File: src/rtl/fpu_writeback_regfile_if.sv
// Issue / write-back / read-port bundle between the FPU issue logic and the
// float register file with scoreboard.
interface fpu_writeback_regfile_if #(
  parameter int DW   = 32,
  parameter int LATW = 3
);
  logic [4:0]      rs1;
  logic [4:0]      rs2;
  logic [DW-1:0]   rdata1;
  logic [DW-1:0]   rdata2;
  logic            issue_valid;
  logic [4:0]      issue_rd;
  logic [LATW-1:0] issue_lat;
  logic            stall;
  logic            wb_valid;
  logic [4:0]      wb_rd;
  logic [DW-1:0]   wb_data;
  logic            busy1;
  logic            busy2;
  logic [5:0]      pending_cnt;
  logic            wb_err;
  logic            tmo_err;

  modport master (
    output rs1, rs2, issue_valid, issue_rd, issue_lat, wb_valid, wb_rd, wb_data,
    input  rdata1, rdata2, stall, busy1, busy2, pending_cnt, wb_err, tmo_err
  );

  modport slave (
    input  rs1, rs2, issue_valid, issue_rd, issue_lat, wb_valid, wb_rd, wb_data,
    output rdata1, rdata2, stall, busy1, busy2, pending_cnt, wb_err, tmo_err
  );
endinterface

File: src/rtl/fpu_writeback_regfile.sv
// Float register file with per-register write-back scoreboard: tracks the
// expected write-back edge of each issued op and flags early/late/missing ones.
module fpu_wb_slot #(
  parameter int DW   = 32,
  parameter int LATW = 3
) (
  input  logic            clk,
  input  logic            rst_n,
  input  logic            wb_hit,
  input  logic            iss_hit,
  input  logic [DW-1:0]   wb_data,
  input  logic [LATW-1:0] issue_lat,
  output logic [DW-1:0]   data,
  output logic            busy,
  output logic [LATW-1:0] cnt,
  output logic            busy_nxt,
  output logic            tmo
);
  logic [LATW-1:0] cnt_nxt;

  assign tmo = busy && (cnt == LATW'(1)) && !wb_hit;

  // A same-edge issue re-arms the slot even when a write-back lands on it.
  always_comb begin
    busy_nxt = busy;
    cnt_nxt  = cnt;
    if (iss_hit) begin
      busy_nxt = 1'b1;
      cnt_nxt  = (issue_lat == '0) ? LATW'(1) : issue_lat;
    end else if (wb_hit) begin
      busy_nxt = 1'b0;
      cnt_nxt  = '0;
    end else if (busy) begin
      if (cnt <= LATW'(1)) begin
        busy_nxt = 1'b0;
        cnt_nxt  = '0;
      end else begin
        cnt_nxt = cnt - LATW'(1);
      end
    end
  end

  always_ff @(posedge clk or negedge rst_n) begin
    if (!rst_n) begin
      data <= '0;
      busy <= 1'b0;
      cnt  <= '0;
    end else begin
      if (wb_hit) data <= wb_data;
      busy <= busy_nxt;
      cnt  <= cnt_nxt;
    end
  end
endmodule

module fpu_writeback_regfile #(
  parameter int NREG = 32,
  parameter int DW   = 32,
  parameter int LATW = 3
) (
  input logic                   clk,
  input logic                   rst_n,
  fpu_writeback_regfile_if.slave bus
);
  logic [NREG-1:0][DW-1:0]   regs;
  logic [NREG-1:0][LATW-1:0] cnt;
  logic [NREG-1:0]           busy, busy_nxt, eb, wb_hit, iss_hit, tmo;
  logic                      stall_c, issue_ok, wb_ontime;
  logic [5:0]                pending_q;
  logic                      wb_err_q, tmo_err_q;

  for (genvar i = 0; i < NREG; i++) begin : g_dec
    assign wb_hit[i]  = bus.wb_valid && (bus.wb_rd == 5'(i));
    assign iss_hit[i] = issue_ok && (bus.issue_rd == 5'(i));
  end

  // A register being written back this cycle is already free for readers/issuers.
  assign eb       = busy & ~wb_hit;
  assign stall_c  = bus.issue_valid && (eb[bus.rs1] || eb[bus.rs2] || eb[bus.issue_rd]);
  assign issue_ok = bus.issue_valid && !stall_c;

  fpu_wb_slot #(.DW(DW), .LATW(LATW)) u_slot [NREG-1:0] (
    .clk       (clk),
    .rst_n     (rst_n),
    .wb_hit    (wb_hit),
    .iss_hit   (iss_hit),
    .wb_data   (bus.wb_data),
    .issue_lat (bus.issue_lat),
    .data      (regs),
    .busy      (busy),
    .cnt       (cnt),
    .busy_nxt  (busy_nxt),
    .tmo       (tmo)
  );

  assign wb_ontime = busy[bus.wb_rd] && (cnt[bus.wb_rd] == LATW'(1));

  always_ff @(posedge clk or negedge rst_n) begin
    if (!rst_n) begin
      pending_q <= '0;
      wb_err_q  <= 1'b0;
      tmo_err_q <= 1'b0;
    end else begin
      pending_q <= 6'($countones(busy_nxt));
      wb_err_q  <= bus.wb_valid && !wb_ontime;
      tmo_err_q <= |tmo;
    end
  end

  assign bus.rdata1      = wb_hit[bus.rs1] ? bus.wb_data : regs[bus.rs1];
  assign bus.rdata2      = wb_hit[bus.rs2] ? bus.wb_data : regs[bus.rs2];
  assign bus.busy1       = eb[bus.rs1];
  assign bus.busy2       = eb[bus.rs2];
  assign bus.stall       = stall_c;
  assign bus.pending_cnt = pending_q;
  assign bus.wb_err      = wb_err_q;
  assign bus.tmo_err     = tmo_err_q;
endmodule

File: src/flat_wrapper.sv
// flat-port wrapper written by rule: the top's interface ports become plain ports
module fpu_writeback_regfile_flat 
#(
  parameter int NREG = 32,
  parameter int DW   = 32,
  parameter int LATW = 3
)
  (clk, rst_n, bus_rs1, bus_rs2, bus_issue_valid, bus_issue_rd, bus_issue_lat, bus_wb_valid, bus_wb_rd, bus_wb_data, bus_rdata1, bus_rdata2, bus_stall, bus_busy1, bus_busy2, bus_pending_cnt, bus_wb_err, bus_tmo_err);
  fpu_writeback_regfile_if #(.DW(DW), .LATW(LATW)) bus_i ();
  input logic clk;
  input logic rst_n;
  input wire logic [$bits(bus_i.rs1)-1:0] bus_rs1;
  input wire logic [$bits(bus_i.rs2)-1:0] bus_rs2;
  input wire logic [$bits(bus_i.issue_valid)-1:0] bus_issue_valid;
  input wire logic [$bits(bus_i.issue_rd)-1:0] bus_issue_rd;
  input wire logic [$bits(bus_i.issue_lat)-1:0] bus_issue_lat;
  input wire logic [$bits(bus_i.wb_valid)-1:0] bus_wb_valid;
  input wire logic [$bits(bus_i.wb_rd)-1:0] bus_wb_rd;
  input wire logic [$bits(bus_i.wb_data)-1:0] bus_wb_data;
  output wire logic [$bits(bus_i.rdata1)-1:0] bus_rdata1;
  output wire logic [$bits(bus_i.rdata2)-1:0] bus_rdata2;
  output wire logic [$bits(bus_i.stall)-1:0] bus_stall;
  output wire logic [$bits(bus_i.busy1)-1:0] bus_busy1;
  output wire logic [$bits(bus_i.busy2)-1:0] bus_busy2;
  output wire logic [$bits(bus_i.pending_cnt)-1:0] bus_pending_cnt;
  output wire logic [$bits(bus_i.wb_err)-1:0] bus_wb_err;
  output wire logic [$bits(bus_i.tmo_err)-1:0] bus_tmo_err;
  assign bus_i.rs1 = bus_rs1;
  assign bus_i.rs2 = bus_rs2;
  assign bus_i.issue_valid = bus_issue_valid;
  assign bus_i.issue_rd = bus_issue_rd;
  assign bus_i.issue_lat = bus_issue_lat;
  assign bus_i.wb_valid = bus_wb_valid;
  assign bus_i.wb_rd = bus_wb_rd;
  assign bus_i.wb_data = bus_wb_data;
  assign bus_rdata1 = bus_i.rdata1;
  assign bus_rdata2 = bus_i.rdata2;
  assign bus_stall = bus_i.stall;
  assign bus_busy1 = bus_i.busy1;
  assign bus_busy2 = bus_i.busy2;
  assign bus_pending_cnt = bus_i.pending_cnt;
  assign bus_wb_err = bus_i.wb_err;
  assign bus_tmo_err = bus_i.tmo_err;
  fpu_writeback_regfile #(.NREG(NREG), .DW(DW), .LATW(LATW)) u_core (.clk(clk), .rst_n(rst_n), .bus(bus_i));
endmodule
File: config.mk
export PLATFORM = sky130hd
export DESIGN_NAME = fpu_writeback_regfile_flat
export DESIGN_NICKNAME = d
export VERILOG_FILES = /design/src/rtl/fpu_writeback_regfile_if.sv /design/src/rtl/fpu_writeback_regfile.sv /design/src/flat_wrapper.sv
export SDC_FILE = /design/constraint.sdc
export NUM_CORES = 2
export LEC_CHECK = 0
export CAP_MARGIN = 15
export CORE_MARGIN = 4
export CORE_UTILIZATION = 35
export CTS_CLUSTER_DIAMETER = 40
export DETAILED_ROUTE_END_ITERATION = 6
export HOLD_SLACK_MARGIN = 0.12
export PLACE_DENSITY_LB_ADDON = 0.1
export SLEW_MARGIN = 30
export SYNTH_ARGS = -nofsm -noshare
export SYNTH_HDL_FRONTEND = slang
export SYNTH_HIERARCHICAL = 1
export SYNTH_SLANG_ARGS = --single-unit
File: constraint.sdc
create_clock -name clk -period 11.1 [get_ports clk]
set_input_delay 2.22 -clock clk [delete_from_list [all_inputs] [get_ports clk]]
set_output_delay 2.22 -clock clk [all_outputs]
set_load 0.01 [all_outputs]
==> metrics list <==
- The flow ran to the end, and the final reports show no timing, DRC or antenna violations.
* Worst Skew: 0.0234 ns
- Setup violations remaining at the end of the flow were counted as 0.
- Delay contributed by the slowest stage of the critical path: 0.98 ns
* Maximum Capacitance Violations: 0
- During synthesis, Yosys emitted a total of 6 warnings.
* Final hold violations: 0
* Clock root buffer master: clkbuf_16
- Cell occurring most often along the worst timing path: fa_1
- The final route contains 44,900 vias.
- The worst path meets setup with 1.45 ns of slack.
- Buffers inserted during clock tree synthesis total 237.
- HPWL after DPL: 136,000 um
* Largest net degree at the start of global routing: 165
* Cts-stage hold buffer count: 0
- At the placement stage, the worst setup path has a slack of 0.632 ns.
- Reported leakage power: 32.8 nW
* Slew Limit Headroom: 32.1%
* Number of search-and-repair iterations in the first detailed-routing pass: 5
- Largest cells by area after synthesis: dfrtp_1 (43%), mux4_2 (21%), mux2_2 (17%)
- The detailed router used layers up to and including met5.
- The first routing iteration left 3,449 violations.
- Hold Path End: u_core/u_slot[6]/data[30]
* Maximum root-to-sink buffer count: 3
- Clock-pin slew was measured on the worst setup and hold paths at 0.04 ns.
- The slowest stage of the critical path belongs to the cell clkdlybuf4s50_1.
* Crit path required time: 11.82 ns
- Total Wirelength: 236,000 um
* WL met3: 9750 um
- Setup repair after global routing left no endpoint under its margin.
- Transition at the pin with the smallest max-transition slack: 1.02 ns
- Based on the critical path, the design can be clocked at up to 104 MHz.
- The top cell type by area accounts for 42.6% of the synthesized area.
* Mapped Cells: 4,746
- Post-synth EDFFs: 0
* M1 WL: 104,000 um
- CTS saw 1,160 sinks.
- The tightest hold path in the finished design has a slack of 0.519 ns.
* Fill cell count: 17,600
- Largest voltage drop on the vdd net: 144 uV
- Area of the mapped netlist: 68,100 um2
- After synthesis, the mean cell area works out to 14.4 um2.
- After clock tree synthesis, the setup repair step added 0 buffers.
* P per Cell Area: 207 nW/um2
- The worst setup path is launched from an input port.
- Die Span X: 449 um
- H-tree levels: 4
- The synthesized design contains 1,160 register bits.
- Worst min-delay path startpoint: u_core/u_slot[6]/data[30]
* Final Cell Area: 80,600 um2
* Worst setup slack for register-to-register paths: 3.52 ns
* Count of unique library cells instantiated by Yosys: 82
- The design draws 0.0167 W.
- Summed over all instances, the cell type with the most area after synthesis is dfrtp_1.
- DRC violation count after routing: 0
- The initial utilization of the core area, before any placement, comes to 35.3%.
* Area grow syn2layout: 18.4%
* Via/cell ratio: 5.87
- Once the clock tree was built, the resizer swapped 0 gates to a different size.
* TritonCTS clock tree: done
- Setup total negative slack on the finished layout was measured at 0 ns.
- The die covers 202,000 um2.
- Antenna violations before repair: 11
- The worst register-to-register path ends at u_core/bus.pending_cnt[4].
- Cells with a size suffix above 1 make up 47.7% of the layout.
* Final Cycle Share: 86.9%
- Worst Path Max Fanout: 31
- Row generation in the floorplan step produced 161 rows.
* Sequential area share after synthesis: 42.6%
- Global route overflow: 0
- The count of buffers added on input and output ports is 133.
- Placeable core region: 193,000 um2
- Cell count of the worst hold path: 1
- Worst setup EP type: register
- The worst setup path is of the input port to register kind.
- Wire length of the first global-routing pass: 345,000 um
- The worst register-to-register path begins at u_core/u_slot[12]/busy.
- Routability Congestion: 0.859
* Post-detailed-placement cell area: 72,100 um2
- Count of pins on the block boundary: 134
- Net count of the mapped netlist: 4,900
* Class of the tightest hold or removal check: register to register
- The count of nets left with antenna violations once routing finished came out at 0.
* Met2 wirelength from detailed routing: 115,000 um
* Async set-reset flop share out of synthesis: 100%
- Overall track demand over capacity in global routing: 23.2%
- In the synthesized netlist the dominant register cell turns out to be dfrtp_1.
- Vias in the first global route: 46,600
* Average wire length per cell after detail routing: 30.8 um
- Vertical die dimension: 449 um
- Number of max-slew violations in the final report: 0
- Worst-case reg-to-reg path depth: 25
- For the worst setup path, the data arrival time is 10.37 ns.
- The final layout contains 5,069 nets.
* Clock network latency to the later pin of the worst-skew pair: 0.84 ns
- Counting I/O delays and the setup requirement, the final critical path takes 9.65 ns.
-- state kept, by name, summed over array words and instances (netlist names) --
| register | cells |
|---|---|
| u_core/u_slot/data | 1024 |
| u_core/u_slot/cnt | 96 |
| u_core/u_slot/busy | 32 |
| u_core/bus.pending_cnt | 6 |
| u_core/bus.tmo_err | 1 |
| u_core/bus.wb_err | 1 |
-- per-layer routing --
metal | up-vias | global-route usage [%]
met3 | 338 | 3.34
met1 | 24500 | 31.6
met5 | - | 0
li1 | 18900 | -
met2 | 1154 | 38.6
met4 | 8 | 6.83
-- worst max-delay path by stage --
stage                  from  slack, ns  depth (start not counted)                        end
3_5_place_dp   bus_wb_rd[2]       0.63                         27  u_core/bus.pending_cnt[4]
2_1_floorplan  bus_wb_rd[1]       2.58                         27  u_core/bus.pending_cnt[4]
5_1_grt        bus_wb_rd[2]       1.10                         27  u_core/bus.pending_cnt[4]
3_3_place_gp   bus_wb_rd[3]       0.76                         27  u_core/bus.pending_cnt[4]
4_1_cts        bus_wb_rd[2]       1.52                         27  u_core/bus.pending_cnt[4]
6_report       bus_wb_rd[2]       1.45                         27  u_core/bus.pending_cnt[4]
-- cell type report --
cell class	count	area, um2	share of cell area, %
clock inverters	157	1960	2.43
diodes	1	2.50	0.00310
inverters	153	579	0.719
multi-input cells	3057	36600	45.4
well taps	2526	3160	3.92
clock buffers	289	6450	8.00
repair buffers	306	2860	3.55
flip-flops and latches	1160	29000	36.0
-- layout by cell type (no fill, tap or decap), drive strengths merged, types with 7 or more instances in the layout --
cell type | synthesis | layout
xor2 | 9 | 9
clkbuf | 110 | 290
a22o | 33 | 33
dfrtp | 1160 | 1160
a31oi | 33 | 33
nand2 | 133 | 133
nor2b | 38 | 38
o21ai | 166 | 166
nand4 | 39 | 39
bufinv | 0 | 30
o21bai | 97 | 97
mux2 | 1040 | 1040
mux4 | 646 | 646
ha | 71 | 71
nor4 | 75 | 75
o41ai | 32 | 32
clkinv | 0 | 68
inv | 153 | 182
nand2b | 38 | 38
fa | 24 | 24
buf | 266 | 197
nand3 | 24 | 24
and3 | 7 | 7
o211ai | 49 | 49
nor2 | 129 | 129
clkdlybuf4s50 | 0 | 108
nor3 | 29 | 29
a2111oi | 36 | 36
mux2i | 80 | 80
nor3b | 33 | 33
a21oi | 110 | 110
clkinvlp | 0 | 30
-- synth_stat cells (all sizes together), types with 4 or more instances --
cell type and n:
dfrtp 1160, mux2 1040, mux4 646, buf 266
o21ai 166, inv 153, nand2 133, nor2 129
a21oi 110, clkbuf 110, o21bai 97, mux2i 80
nor4 75, ha 71, o211ai 49, nand4 39
nand2b 38, nor2b 38, a2111oi 36, a22o 33
a31oi 33, nor3b 33, o41ai 32, nor3 29
fa 24, nand3 24, xor2 9, and3 7
a211oi 6, nand4b 6, o2111ai 5, o22ai 5
o311ai 5, or2 5, or3 5, xnor2 5
o21a 4, o311a 4
-- per-stage QoR --
step           std cells  util (%)
2_1_floorplan       4746         -
3_3_place_gp        7192      37.3
3_5_place_dp        7200      37.4
4_1_cts             7646      41.7
5_1_grt             7648      41.8
6_report            7649      41.8
-- power breakdown --
| group | total, W | switching, W | internal [W] |
|---|---|---|---|
| clock | 0.00740 | 0.00255 | 0.00484 |
| combinational | 0.00358 | 0.00156 | 0.00202 |
| sequential | 0.00572 | 0.000636 | 0.00509 |
| total | 0.0167 | 0.00475 | 0.0119 |
-- critical path, delay by kind of cell --
kind / cells / cell delay (ns)
xor+xnor: 1 / 0.13
fa+ha+maj: 8 / 3.61
compound gates: 7 / 1.45
simple gates: 3 / 0.77
buf+inv: 8 / 2.15
-- kinds of logic after synthesis --
kind of cell               Yosys count  synth area share (%)
AOI/OAI and AO/OA                  608                  6.85
muxes                             1766                  39.7
buffers and inverters              529                  4.20
and+or+nand+nor                    574                  4.41
DFF                               1160                  42.6
xor gates and xnor gates            14                 0.180
adders and majority gates           95                  2.01
Power figures use the tool's default switching activity.
